===== config.mk =====
export PLATFORM = sky130hd
export DESIGN_NAME = multicycle_ctrl_fsm
export DESIGN_NICKNAME = d
export VERILOG_FILES = /design/src/rtl/multicycle_ctrl_fsm.sv
export SDC_FILE = /design/constraint.sdc
export NUM_CORES = 1
export LEC_CHECK = 0
export BUFFER_PORTS_ARGS = -buffer_cell sky130_fd_sc_hd__buf_4
export CAP_MARGIN = 20
export CORE_AREA = 2 2 39 41
export DETAILED_ROUTE_END_ITERATION = 16
export DIE_AREA = 0 0 41 43
export PLACE_DENSITY = 0.68
export SLEW_MARGIN = 20
export SYNTH_ARGS = -nofsm -noshare
export SYNTH_HDL_FRONTEND = slang
export SYNTH_SLANG_ARGS = --single-unit

===== constraint.sdc =====
create_clock -name clk -period 2.5 [get_ports clk]
set_input_delay 0.5 -clock clk [delete_from_list [all_inputs] [get_ports clk]]
set_output_delay 0.5 -clock clk [all_outputs]
set_load 0.01 [all_outputs]

===== src/rtl/multicycle_ctrl_fsm.sv =====
// Main control FSM for the RISC-V multicycle core: sequences PC, IR, memory,
// ALU and register file. Ports: clk, reset (sync, active-high), op, Zero in;
// PCWrite, AdrSrc, MemWrite, IRWrite, ResultSrc, ALUSrcA, ALUSrcB, ALUOp,
// RegWrite, Illegal, state_o out. STATE_W >= 4; upper bits of state_o are 0.
// Optional: `define ILLEGAL_OP_TRAP_EN sends unknown opcodes to a sticky TRAP.
module multicycle_ctrl_fsm #(
  parameter int STATE_W = 4
) (
  input  logic               clk,
  input  logic               reset,
  input  logic [6:0]         op,
  input  logic               Zero,
  output logic               PCWrite,
  output logic               AdrSrc,
  output logic               MemWrite,
  output logic               IRWrite,
  output logic [1:0]         ResultSrc,
  output logic [1:0]         ALUSrcA,
  output logic [1:0]         ALUSrcB,
  output logic [1:0]         ALUOp,
  output logic               RegWrite,
  output logic               Illegal,
  output logic [STATE_W-1:0] state_o
);

  typedef enum logic [3:0] {
    S_FETCH    = 4'd0,
    S_DECODE   = 4'd1,
    S_MEMADR   = 4'd2,
    S_MEMREAD  = 4'd3,
    S_MEMWB    = 4'd4,
    S_MEMWRITE = 4'd5,
    S_EXECR    = 4'd6,
    S_ALUWB    = 4'd7,
    S_EXECI    = 4'd8,
    S_JAL      = 4'd9,
    S_BEQ      = 4'd10,
    S_TRAP     = 4'd11
  } state_t;

  localparam logic [6:0] OP_LW  = 7'b0000011;
  localparam logic [6:0] OP_SW  = 7'b0100011;
  localparam logic [6:0] OP_R   = 7'b0110011;
  localparam logic [6:0] OP_I   = 7'b0010011;
  localparam logic [6:0] OP_JAL = 7'b1101111;
  localparam logic [6:0] OP_BEQ = 7'b1100011;

  state_t state_q, state_d;

  logic pc_update;
  logic branch;
  logic mem_write;
  logic ir_write;
  logic reg_write;
  logic known_op;

  always_ff @(posedge clk) begin
    if (reset) begin
      state_q <= S_FETCH;
    end else begin
      state_q <= state_d;
    end
  end

  always_comb begin
    known_op = 1'b0;
    case (op)
      OP_LW, OP_SW, OP_R,
      OP_I, OP_JAL, OP_BEQ: known_op = 1'b1;
      default:              known_op = 1'b0;
    endcase
  end

  always_comb begin
    state_d = S_FETCH;
    case (state_q)
      S_FETCH:  state_d = S_DECODE;
      S_DECODE: begin
        case (op)
          OP_LW, OP_SW: state_d = S_MEMADR;
          OP_R:         state_d = S_EXECR;
          OP_I:         state_d = S_EXECI;
          OP_JAL:       state_d = S_JAL;
          OP_BEQ:       state_d = S_BEQ;
`ifdef ILLEGAL_OP_TRAP_EN
          default:      state_d = S_TRAP;
`else
          // unknown opcode retires as a 2-cycle NOP
          default:      state_d = S_FETCH;
`endif
        endcase
      end
      S_MEMADR: begin
        if (op == OP_LW) begin
          state_d = S_MEMREAD;
        end else begin
          state_d = S_MEMWRITE;
        end
      end
      S_MEMREAD:  state_d = S_MEMWB;
      S_MEMWB:    state_d = S_FETCH;
      S_MEMWRITE: state_d = S_FETCH;
      S_EXECR:    state_d = S_ALUWB;
      S_EXECI:    state_d = S_ALUWB;
      S_JAL:      state_d = S_ALUWB;
      S_ALUWB:    state_d = S_FETCH;
      S_BEQ:      state_d = S_FETCH;
`ifdef ILLEGAL_OP_TRAP_EN
      S_TRAP:     state_d = S_TRAP;
`else
      S_TRAP:     state_d = S_FETCH;
`endif
      default:    state_d = S_FETCH;
    endcase
  end

  always_comb begin
    pc_update = 1'b0;
    branch    = 1'b0;
    mem_write = 1'b0;
    ir_write  = 1'b0;
    reg_write = 1'b0;
    AdrSrc    = 1'b0;
    ResultSrc = 2'b00;
    ALUSrcA   = 2'b00;
    ALUSrcB   = 2'b00;
    ALUOp     = 2'b00;
    case (state_q)
      S_FETCH: begin
        ir_write  = 1'b1;
        ALUSrcB   = 2'b10;
        ResultSrc = 2'b10;
        pc_update = 1'b1;
      end
      S_DECODE: begin
        // OldPC + imm: branch target ready for BEQ
        ALUSrcA = 2'b01;
        ALUSrcB = 2'b01;
      end
      S_MEMADR: begin
        ALUSrcA = 2'b10;
        ALUSrcB = 2'b01;
      end
      S_MEMREAD: begin
        AdrSrc = 1'b1;
      end
      S_MEMWB: begin
        ResultSrc = 2'b01;
        reg_write = 1'b1;
      end
      S_MEMWRITE: begin
        AdrSrc    = 1'b1;
        mem_write = 1'b1;
      end
      S_EXECR: begin
        ALUSrcA = 2'b10;
        ALUOp   = 2'b10;
      end
      S_EXECI: begin
        ALUSrcA = 2'b10;
        ALUSrcB = 2'b01;
        ALUOp   = 2'b10;
      end
      S_ALUWB: begin
        reg_write = 1'b1;
      end
      S_JAL: begin
        // OldPC + 4 is the link value; target came from DECODE
        ALUSrcA   = 2'b01;
        ALUSrcB   = 2'b10;
        pc_update = 1'b1;
      end
      S_BEQ: begin
        ALUSrcA = 2'b10;
        ALUOp   = 2'b01;
        branch  = 1'b1;
      end
      default: ;
    endcase
  end

  // reset aborts the current instruction: no enable may fire on that edge
  assign PCWrite  = (pc_update | (branch & Zero)) & ~reset;
  assign MemWrite = mem_write & ~reset;
  assign IRWrite  = ir_write & ~reset;
  assign RegWrite = reg_write & ~reset;

  assign state_o = STATE_W'(state_q);

`ifdef ILLEGAL_OP_TRAP_EN
  logic illegal_q, illegal_d;

  always_comb begin
    illegal_d = illegal_q;
    if (state_q == S_DECODE && !known_op) begin
      illegal_d = 1'b1;
    end
  end

  always_ff @(posedge clk) begin
    if (reset) begin
      illegal_q <= 1'b0;
    end else begin
      illegal_q <= illegal_d;
    end
  end

  assign Illegal = illegal_q;
`else
  logic unused_known;
  assign unused_known = known_op;
  assign Illegal = 1'b0;
`endif

endmodule


==> results of run 1 <==
-- final timing paths --
check	slack, ps	start	to	cells after the start
worst max-delay path	430	state_o[0]	PCWrite	5
worst min-delay path	530	reset	state_o[3]	2
worst max register to register	980	state_o[0]	state_o[2]	4
worst min register to register	750	state_o[2]	state_o[2]	2
-- cells by family (layout without fill, tap and decap cells) --
kind of cell               after synthesis  after routing
other                                    1              1
and+or+nand+nor                         35             35
xor gates and xnor gates                 1              1
DFF                                      4              4
AOI/OAI and AO/OA                       17             17
adders and majority gates                1              1
buffers and inverters                    7             31
-- routing by layer --
metal | up-vias | part of all wire, % | GRT usage (%)
met4 | 0 | 1.5 | 8.000
met3 | 2 | 5.3 | 5.759
met1 | 254 | 44 | 22.83
li1 | 286 | - | -
met2 | 21 | 49 | 26.56
met5 | - | 0 | 0
-- synthesized netlist by cell type, drive strengths merged --
cell type / instances / area (um2)
nand2b: 9 / 63.81
a21oi: 7 / 35.03
nor2: 7 / 28.78
buf: 5 / 27.53
dfxtp: 4 / 80.08
nand2: 3 / 11.26
nor3: 3 / 15.01
o21ai: 3 / 15.01
inv: 2 / 7.510
nand3: 2 / 10.01
nor4: 2 / 18.77
a221o: 1 / 10.01
a31oi: 1 / 6.260
and3: 1 / 6.260
and3b: 1 / 8.760
and4bb: 1 / 12.51
conb: 1 / 3.750
maj3: 1 / 10.01
nand3b: 1 / 7.510
nand4bb: 1 / 11.26
nor2b: 1 / 6.260
nor4b: 1 / 8.760
o21a: 1 / 7.510
o21ba: 1 / 10.01
o22ai: 1 / 12.51
o31a: 1 / 8.760
o32a: 1 / 10.01
or2b: 1 / 7.510
or3: 1 / 6.260
xnor2: 1 / 8.760
-- layout make-up --
class                           count  area [um2]
Clock buffer                        3       22.52
Fill cell                         156       698.2
Inverter                            2       7.507
Multi-Input combinational cell     55       360.3
Sequential cell                     4       80.08
Tap cell                           16       20.02
Timing Repair Buffer               26       195.2
-- worst max-delay path, cell delays in order (launching register included) --
cell and delay [ps]:
dfxtp_1 590, nand2b_1 220, and3_1 240, a21oi_1 110, nor2_1 50, buf_4 130
-- metrics by stage --
stage	hold WS [ps]	utilization, %	worst slack, ps	instances
after floorplan	571.0	-	708.5	66
after global placement	740.6	47.92	753.3	103
after detailed placement	746.4	47.92	700.6	103
after CTS	528.5	49.55	438.3	106
after global routing	531.6	49.55	298.3	106
final	532.7	49.55	428.1	106
-- power by group --
part           leakage (nW)  internal (mW)  switching [mW]  total [mW]
Sequential           0.0326         0.0659         0.00578      0.0717
Combinational         0.246         0.0359          0.0299      0.0658
Clock                0.0138         0.0534          0.0221      0.0755
Total                 0.292          0.155          0.0578       0.213
==> results.txt, run 1 <==
Compound-Gate Fraction of Synth Area -> 24.21%
Post-Synth Adder-Cell Area -> 2.105%
Status -> completed
Worst slew pin tran -> 501.3 ps
Die width -> 41 um
Later-pin clock latency in the skew report -> 230 ps
Post-synthesis mux area share -> 0%
Slew headroom -> 66.54%
Fin. Hold Viols -> 0
Maximum vdd ir drop -> 0.2563 mV
Die extent in y -> 43 um
P per Cell Area -> 310.6 nW/um2
Commonest non-fill, non-tap cells in the layout -> buf_4, nand2b_1, a21oi_1, nor2_1, dfxtp_1
Via count -> 563
Distinct cells, synth -> 35
Syn_area_per_cell -> 7.204 um2
Fin Setup TNS -> 0 ps
Port-buffer cells -> 26
Reg clk slew, reported paths -> 30 ps
DP Wirelength -> 970.1 um
# IOs -> 28
GRT Total Usage -> 17.97%
Post-CTS Setup Bufs -> 0
Critical path endpoint category -> output pin
Syn. warnings -> 0
Area growth from synthesis to layout -> 44.21%
Static Leak -> 0.2919 nW
WP data required -> 2000 ps
Hold buffers post-CTS -> 0
Clock Skews -> 2.226 ps
Vias in the first global route -> 520
FP Rows -> 14
Max reg flops -> 4
Initial DRC count -> 9
Grt total ovfl -> 0
Cell count after synthesis -> 66
Die ar. -> 1763 um2
Total power -> 0.2129 mW
Fmax achieved -> 482.6 MHz
Final Max Slew Viols -> 0
Core box area -> 1384 um2
Detailed Routing Iterations Pass 1 -> 4
Critical Path Fanout Max -> 14
CTS tree -> yes
Min Tclk post-route -> 2072 ps
Commonest non-fill, non-tap cell in the layout -> buf_4
Antenna viol nets, final -> 0
First-pass GRT wire length -> 2.214 mm
Cell Area, Placed -> 663.1 um2
Largest net degree at the start of global routing -> 15
Min-delay worst type -> input pin to flop
Synth Net Count -> 76
Finished Cell Area -> 685.7 um2
Max-Cap Viols -> 0
FF+latch count, synth -> 4
Ant. Diodes -> 0
Share of the yosys chip area belonging to registers -> 16.84%
Share of cells above drive strength 1 -> 37.78%
Number of CTS-inserted buffers -> 3
Cts repair resizes -> 0
Unrepaired setup endpoints after global routing -> no
Routed WL per cell -> 12.23 um
Initial antenna violation count -> 0
Largest family of logic cells by synthesized area -> simple AND/OR/NAND/NOR gates
H-tree levels -> 1
Root Driver -> clkbuf_4
Critical Path Source Type -> flop
Arrival @ worst endpoint -> 1570 ps
Clock Sinks -> 4
Synth Area in XOR/XNOR -> 1.842%
Routed wire length -> 1.296 mm
Initial Util -> 34.36%
DRC -> 0
Post-synthesis simple-gate area fraction -> 46.84%
Final Cycle Share -> 82.88%
Setup-failing EPs final -> 0
Vias/cell -> 5.311
GPL Wtd Cong -> 0.8234
Clock buffer depth -> 2
Crit path kind -> flop to output pin
Mapped Area -> 475.5 um2
Fin nets -> 102
Note: power is estimated with default switching activity, not from simulation.
==> run 2, diff against run 1 <==
- PLACE_DENSITY: 0.68 -> 0.7
- clock period: 2.5 -> 1.9 ns (I/O delays scaled with it)
==> results.txt, run 2 (synthesis results as in run 1) <==
Status -> completed (unchanged)
Static Leak -> 0.2982 nW (was 0.2919 nW)
Critical Path Fanout Max -> 12 (was 14)
Fin. Hold Viols -> 0 (unchanged)
Share of cells above drive strength 1 -> 41.76% (was 37.78%)
FP Rows -> 14 (unchanged)
Min-delay worst type -> input pin to flop (unchanged)
DRC -> 0 (unchanged)
Final Max Slew Viols -> 0 (unchanged)
Placed Instances -> 104 (was 103)
Antenna viol nets, final -> 0 (unchanged)
DP Wirelength -> 935.5 um (was 970.1 um)
Unrepaired setup endpoints after global routing -> no (unchanged)
Grt total ovfl -> 0 (unchanged)
Later-pin clock latency in the skew report -> 240 ps (was 230 ps)
Routed wire length -> 1.213 mm (was 1.296 mm)
Initial Util -> 34.36% (unchanged)
CP bufs+invs -> 1 (unchanged)
Maximum vdd ir drop -> 0.3156 mV (was 0.2563 mV)
Root Driver -> clkbuf_4 (unchanged)
Initial DRC count -> 10 (was 9)
Via count -> 552 (was 563)
Commonest non-fill, non-tap cells in the layout -> buf_4, nand2b_1, a21oi_1, nor2_1 (was buf_4, nand2b_1, a21oi_1, nor2_1, dfxtp_1)
Hold buffers post-CTS -> 0 (unchanged)
Vias/cell -> 5.159 (was 5.311)
Final Cycle Share -> 93.60%
Die extent in y -> 43 um (unchanged)
Critical path endpoint category -> output pin (unchanged)
Die width -> 41 um (unchanged)
CTS tree -> yes (unchanged)
Fin Setup TNS -> 0 ps (unchanged)
Fin nets -> 103 (was 102)
Initial antenna violation count -> 0 (unchanged)
GPL Wtd Cong -> 0.8605 (was 0.8234)
Core box area -> 1384 um2 (unchanged)
CP cell instances -> nor2_2 > and3_1 > a21oi_1 > nor2_1 > buf_4 (was nand2b_1 > and3_1 > a21oi_1 > nor2_1 > buf_4)
Setup-failing EPs final -> 0 (unchanged)
Clock Sinks -> 4 (unchanged)
Slowest-stage cell, CP -> dfxtp_1 (unchanged)
Arrival @ worst endpoint -> 1400 ps (was 1570 ps)
Max-Cap Viols -> 0 (unchanged)
Fmax achieved -> 562.3 MHz
Total power -> 0.2912 mW (was 0.2129 mW)
Die ar. -> 1763 um2 (unchanged)
Commonest non-fill, non-tap cell in the layout -> buf_4 (unchanged)
First-pass GRT wire length -> 1.911 mm (was 2.214 mm)
Reg clk slew, reported paths -> 40 ps (was 30 ps)
# IOs -> 28 (unchanged)
H-tree levels -> 1 (unchanged)
Delay-heaviest family, CP -> flip-flops (unchanged)
Post-place setup slack -> 290.0 ps (was 700.6 ps)
Port-buffer cells -> 26 (unchanged)
Max reg flops -> 4 (unchanged)
WP data required -> 1520 ps (was 2000 ps)
Crit path kind -> flop to output pin (unchanged)
Ant. Diodes -> 0 (unchanged)
Final WS setup -> 121.6 ps (was 428.1 ps)
Fin util -> 50.36% (was 49.55%)
Vias in the first global route -> 453 (was 520)
GRT Total Usage -> 15.86% (was 17.97%)
Min Tclk post-route -> 1778 ps
Number of CTS-inserted buffers -> 3 (unchanged)
Detailed Routing Iterations Pass 1 -> 4 (unchanged)
Clock Skews -> 8.428 ps (was 2.226 ps)
Routed WL per cell -> 11.34 um (was 12.23 um)
Critical Path Source Type -> flop (unchanged)
Largest net degree at the start of global routing -> 15 (unchanged)
Fin cells -> 107 (was 106)
CP max stage delay -> 560 ps (was 590 ps)
Clock buffer depth -> 2 (unchanged)
P per Cell Area -> 417.8 nW/um2 (was 310.6 nW/um2)
Area growth from synthesis to layout -> 46.58% (was 44.21%)
run 2: per-layer routing:
layer  GRT usage [%]  up-vias  share of wire, %
met1           19.94      237                43
met2           23.44       27                46
met5               0        -                 0
met3           3.141        2               9.7
li1                -      286                 -
met4           10.00        0              0.99
run 2: report_power, final:
part | internal (mW) | switching (mW)
combinational | 0.0492 | 0.0405
clock | 0.0709 | 0.0380
sequential | 0.0870 | 0.00572
run 2: final timing paths:
| kind | start | to | slack, ps | cells past startpoint |
|---|---|---|---|---|
| setup reg to reg | state_o[0] | state_o[1] | 480 | 4 |
| hold / removal | reset | state_o[3] | 370 | 2 |
| hold reg to reg | state_o[0] | state_o[3] | 660 | 2 |
| setup / recovery | state_o[2] | PCWrite | 120 | 5 |
run 2: layout make-up:
cell class	count	area [um2]
fillers	154	686.9
well taps	16	20.02
multi-input cells	55	360.3
inverters	2	7.507
clock buffers	3	22.52
repair buffers	27	202.7
flip-flops and latches	4	83.83
run 2: what timing repair did:
action,in CTS,in global routing
setup buffers,0,0
setup endpoints to repair,0,2
resized for setup,0,3
run 2: through the flow:
step	hold slack (ps)	cell area (um2)
after floorplan	451.0	475.5
after global placement	629.0	670.6
after detailed placement	627.2	670.6
after CTS	367.9	693.2
after global routing	378.6	696.9
final	368.7	696.9
==> run 3, diff against run 2 <==
- ABC_AREA: default -> 1
- PLACE_DENSITY: 0.7 -> 0.68
==> results.txt, run 3 <==
GRT Total Usage -> 14.37% (was 15.86%)
P per Cell Area -> 403.7 nW/um2 (was 417.8 nW/um2)
CTS tree -> yes (unchanged)
Area contributors post-synth -> dfxtp_1, nand2_1, nor2_1, inv_1, nand3_1 (was dfxtp_1, nand2b_1, a21oi_1, nor2_1, buf_2)
Core box area -> 1384 um2 (unchanged)
Ys async rst share -> 0% (unchanged)
FF+latch count, synth -> 4 (unchanged)
Post-CTS Setup Bufs -> 0 (unchanged)
Fmax achieved -> 585.4 MHz (was 562.3 MHz)
Cell count after synthesis -> 87 (was 66)
Vias in the first global route -> 485 (was 453)
Area occupied by multi-input gates -> 301.5 um2 (was 360.3 um2)
Initial DRC count -> 9 (was 10)
Mapped Area -> 447.9 um2 (was 475.5 um2)
Static Leak -> 0.4047 nW (was 0.2982 nW)
Number of CTS-inserted buffers -> 3 (unchanged)
DP Wirelength -> 966.3 um (was 935.5 um)
Final Cycle Share -> 89.90% (was 93.60%)
Largest net degree at the start of global routing -> 9 (was 15)
Clock Skews -> 3.233 ps (was 8.428 ps)
GPL Wtd Cong -> 0.7436 (was 0.8605)
Unrepaired setup endpoints after global routing -> no (unchanged)
Min-delay src -> reset (unchanged)
Commonest non-fill, non-tap cells in the layout -> buf_4, nand2_1, nor2_1, inv_1, nand3_1 (was buf_4, nand2b_1, a21oi_1, nor2_1)
Fin. Hold Viols -> 0 (unchanged)
Syn_area_per_cell -> 5.149 um2 (was 7.204 um2)
H-tree levels -> 1 (unchanged)
Crit path kind -> flop to output pin (unchanged)
Root Driver -> clkbuf_4 (unchanged)
WP data required -> 1520 ps (about the same)
Cell Area, Placed -> 651.9 um2 (was 670.6 um2)
Detailed Routing Iterations Pass 1 -> 4 (unchanged)
Routed WL per cell -> 8.869 um (was 11.34 um)
Die width -> 41 um (unchanged)
Most common cell in the netlist -> nand2_1 (was nand2b_1)
Status -> completed (unchanged)
First-pass GRT wire length -> 1.787 mm (was 1.911 mm)
Vias/cell -> 4.608 (was 5.159)
Final Max Slew Viols -> 0 (unchanged)
Fin Setup TNS -> 0 ps (unchanged)
Reg clk slew, reported paths -> 40 ps (about the same)
Min Tclk post-route -> 1708 ps (was 1778 ps)
Reg area -> 82.58 um2 (was 83.83 um2)
# IOs -> 28 (unchanged)
Max-Cap Viols -> 0 (unchanged)
Max reg flops -> 4 (unchanged)
EDFF count, synth -> 0 (unchanged)
Worst R2R Setup Slack -> 630 ps (was 480 ps)
Later-pin clock latency in the skew report -> 230 ps (was 240 ps)
Hold_ws -> 374.8 ps (was 368.7 ps)
Die extent in y -> 43 um (unchanged)
Clock buffer depth -> 2 (unchanged)
Synth Net Count -> 97 (was 76)
Grt total ovfl -> 0 (unchanged)
Critical path endpoint category -> output pin (unchanged)
Share of the yosys chip area belonging to registers -> 17.88% (was 16.84%)
Critical Path Source Type -> flop (unchanged)
Distinct cells, synth -> 19 (was 35)
Commonest non-fill, non-tap cell in the layout -> buf_4 (unchanged)
Synth cell count leaders -> nand2_1, nor2_1, inv_1, nand3_1 (was nand2b_1, a21oi_1, nor2_1, buf_2, dfxtp_1)
Via count -> 599 (was 552)
Min-delay worst type -> input pin to flop (unchanged)
Worst Hold End -> state_o[0] (was state_o[3])
Setup-failing EPs final -> 0 (unchanged)
Ant. Diodes -> 0 (unchanged)
FP Rows -> 14 (unchanged)
DRC -> 0 (unchanged)
Critical Path Fanout Max -> 7 (was 12)
Filler Cells Inserted -> 155 (was 154)
Routed wire length -> 1.153 mm (was 1.213 mm)
Arrival @ worst endpoint -> 1330 ps (was 1400 ps)
Fin nets -> 126 (was 103)
Share of cells above drive strength 1 -> 34.21% (was 41.76%)
Port-buffer cells -> 26 (unchanged)
Area growth from synthesis to layout -> 52.23% (was 46.58%)
Share of the synthesized area in the top cell type -> 17.88% (was 16.84%)
Area leader, netlist -> dfxtp_1 (unchanged)
Maximum vdd ir drop -> 0.1961 mV (was 0.3156 mV)
Worst r2r dst -> state_o[2] (was state_o[1])
Top FF cell, synth -> dfxtp_1 (unchanged)
Antenna viol nets, final -> 0 (unchanged)
Initial Util -> 32.37% (was 34.36%)
Finished Cell Area -> 681.9 um2 (was 696.9 um2)
Die ar. -> 1763 um2 (unchanged)
Syn. warnings -> 0 (unchanged)
Initial antenna violation count -> 0 (unchanged)
R2R depth -> 9 (was 4)
Reg-to-reg startpoint -> state_o[3] (was state_o[0])
Clock Sinks -> 4 (unchanged)
Hold depth -> 2 (unchanged)
==> run 3: cell types whose count changed after synthesis, sizes merged, moves of 2 or more <==
| cell | delta |
|---|---|
| buf | -4 |
| inv | +13 |
| nand4 | +2 |
| a21oi | -5 |
| nand2 | +22 |
| nand3 | +4 |
| o21ai | -2 |
| nand2b | -9 |
| nor2 | +14 |
==> run 3: worst max path at each step <==
| stage | start | endpoint | slack, ps | cells after the start |
|---|---|---|---|---|
| floorplan | state_o[1] | PCWrite | 340 | 6 |
| global placement | state_o[1] | PCWrite | 440 | 8 |
| global route | state_o[1] | PCWrite | 20 | 8 |
| CTS | state_o[1] | PCWrite | 160 | 7 |
| detailed placement | state_o[1] | PCWrite | 410 | 7 |
| finish | state_o[2] | PCWrite | 190 | 6 |
==> run 3: area by class of cell <==
| cell class | count | area share, % |
|---|---|---|
| clock buffer | 3 | 3.303 |
| tap | 16 | 2.936 |
| timing repair buffer | 26 | 28.62 |
| inverter | 16 | 8.807 |
| sequential | 4 | 12.11 |
| multi-input combinational | 65 | 44.22 |
==> run 3: metrics by stage <==
step / std cells / power, mW / utilization, % / worst slack, ps
after floorplan: 87 / 0.1315 / - / 341.0
after global placement: 127 / 0.1711 / 47.11 / 439.3
after detailed placement: 127 / 0.1716 / 47.11 / 408.6
after CTS: 130 / 0.2762 / 48.73 / 159.4
after global routing: 130 / 0.2936 / 49.28 / 23.68
final: 130 / 0.2753 / 49.28 / 191.9
==> run 3: where the power goes <==
group | switching [mW] | internal (mW)
clock network | 0.0338 | 0.0706
registers | 0.00432 | 0.0868
logic | 0.0410 | 0.0388
==> run 3: routing by layer <==
layer  wire (um)  track usage (%)
met5           0                0
met1         457            17.42
met3          92            3.141
met2         598            24.06
met4           4            4.000
==> run 3: timing repair <==
| item | in CTS | in global routing |
|---|---|---|
| setup endpoints to repair | 0 | 1 |
| hold buffers | 0 | 0 |
| resized for setup | 0 | 3 |
==> run 3: critical path, cell delays in order (launching register included) <==
cell and delay, ps:
dfxtp_1 480, nor2_1 120, nand2_1 120, nand2_1 80, a21oi_1 110, nor2_1 50, buf_4 130
==> run 3: cell families after synthesis <==
logic type             count (synthesis)  share of synthesized area, %
and+or+nand+nor                       60                         60.34
DFF                                    4                         17.88
AOI/OAI and AO/OA                      4                         5.028
other                                  1                        0.8372
buffers and inverters                 18                         15.92
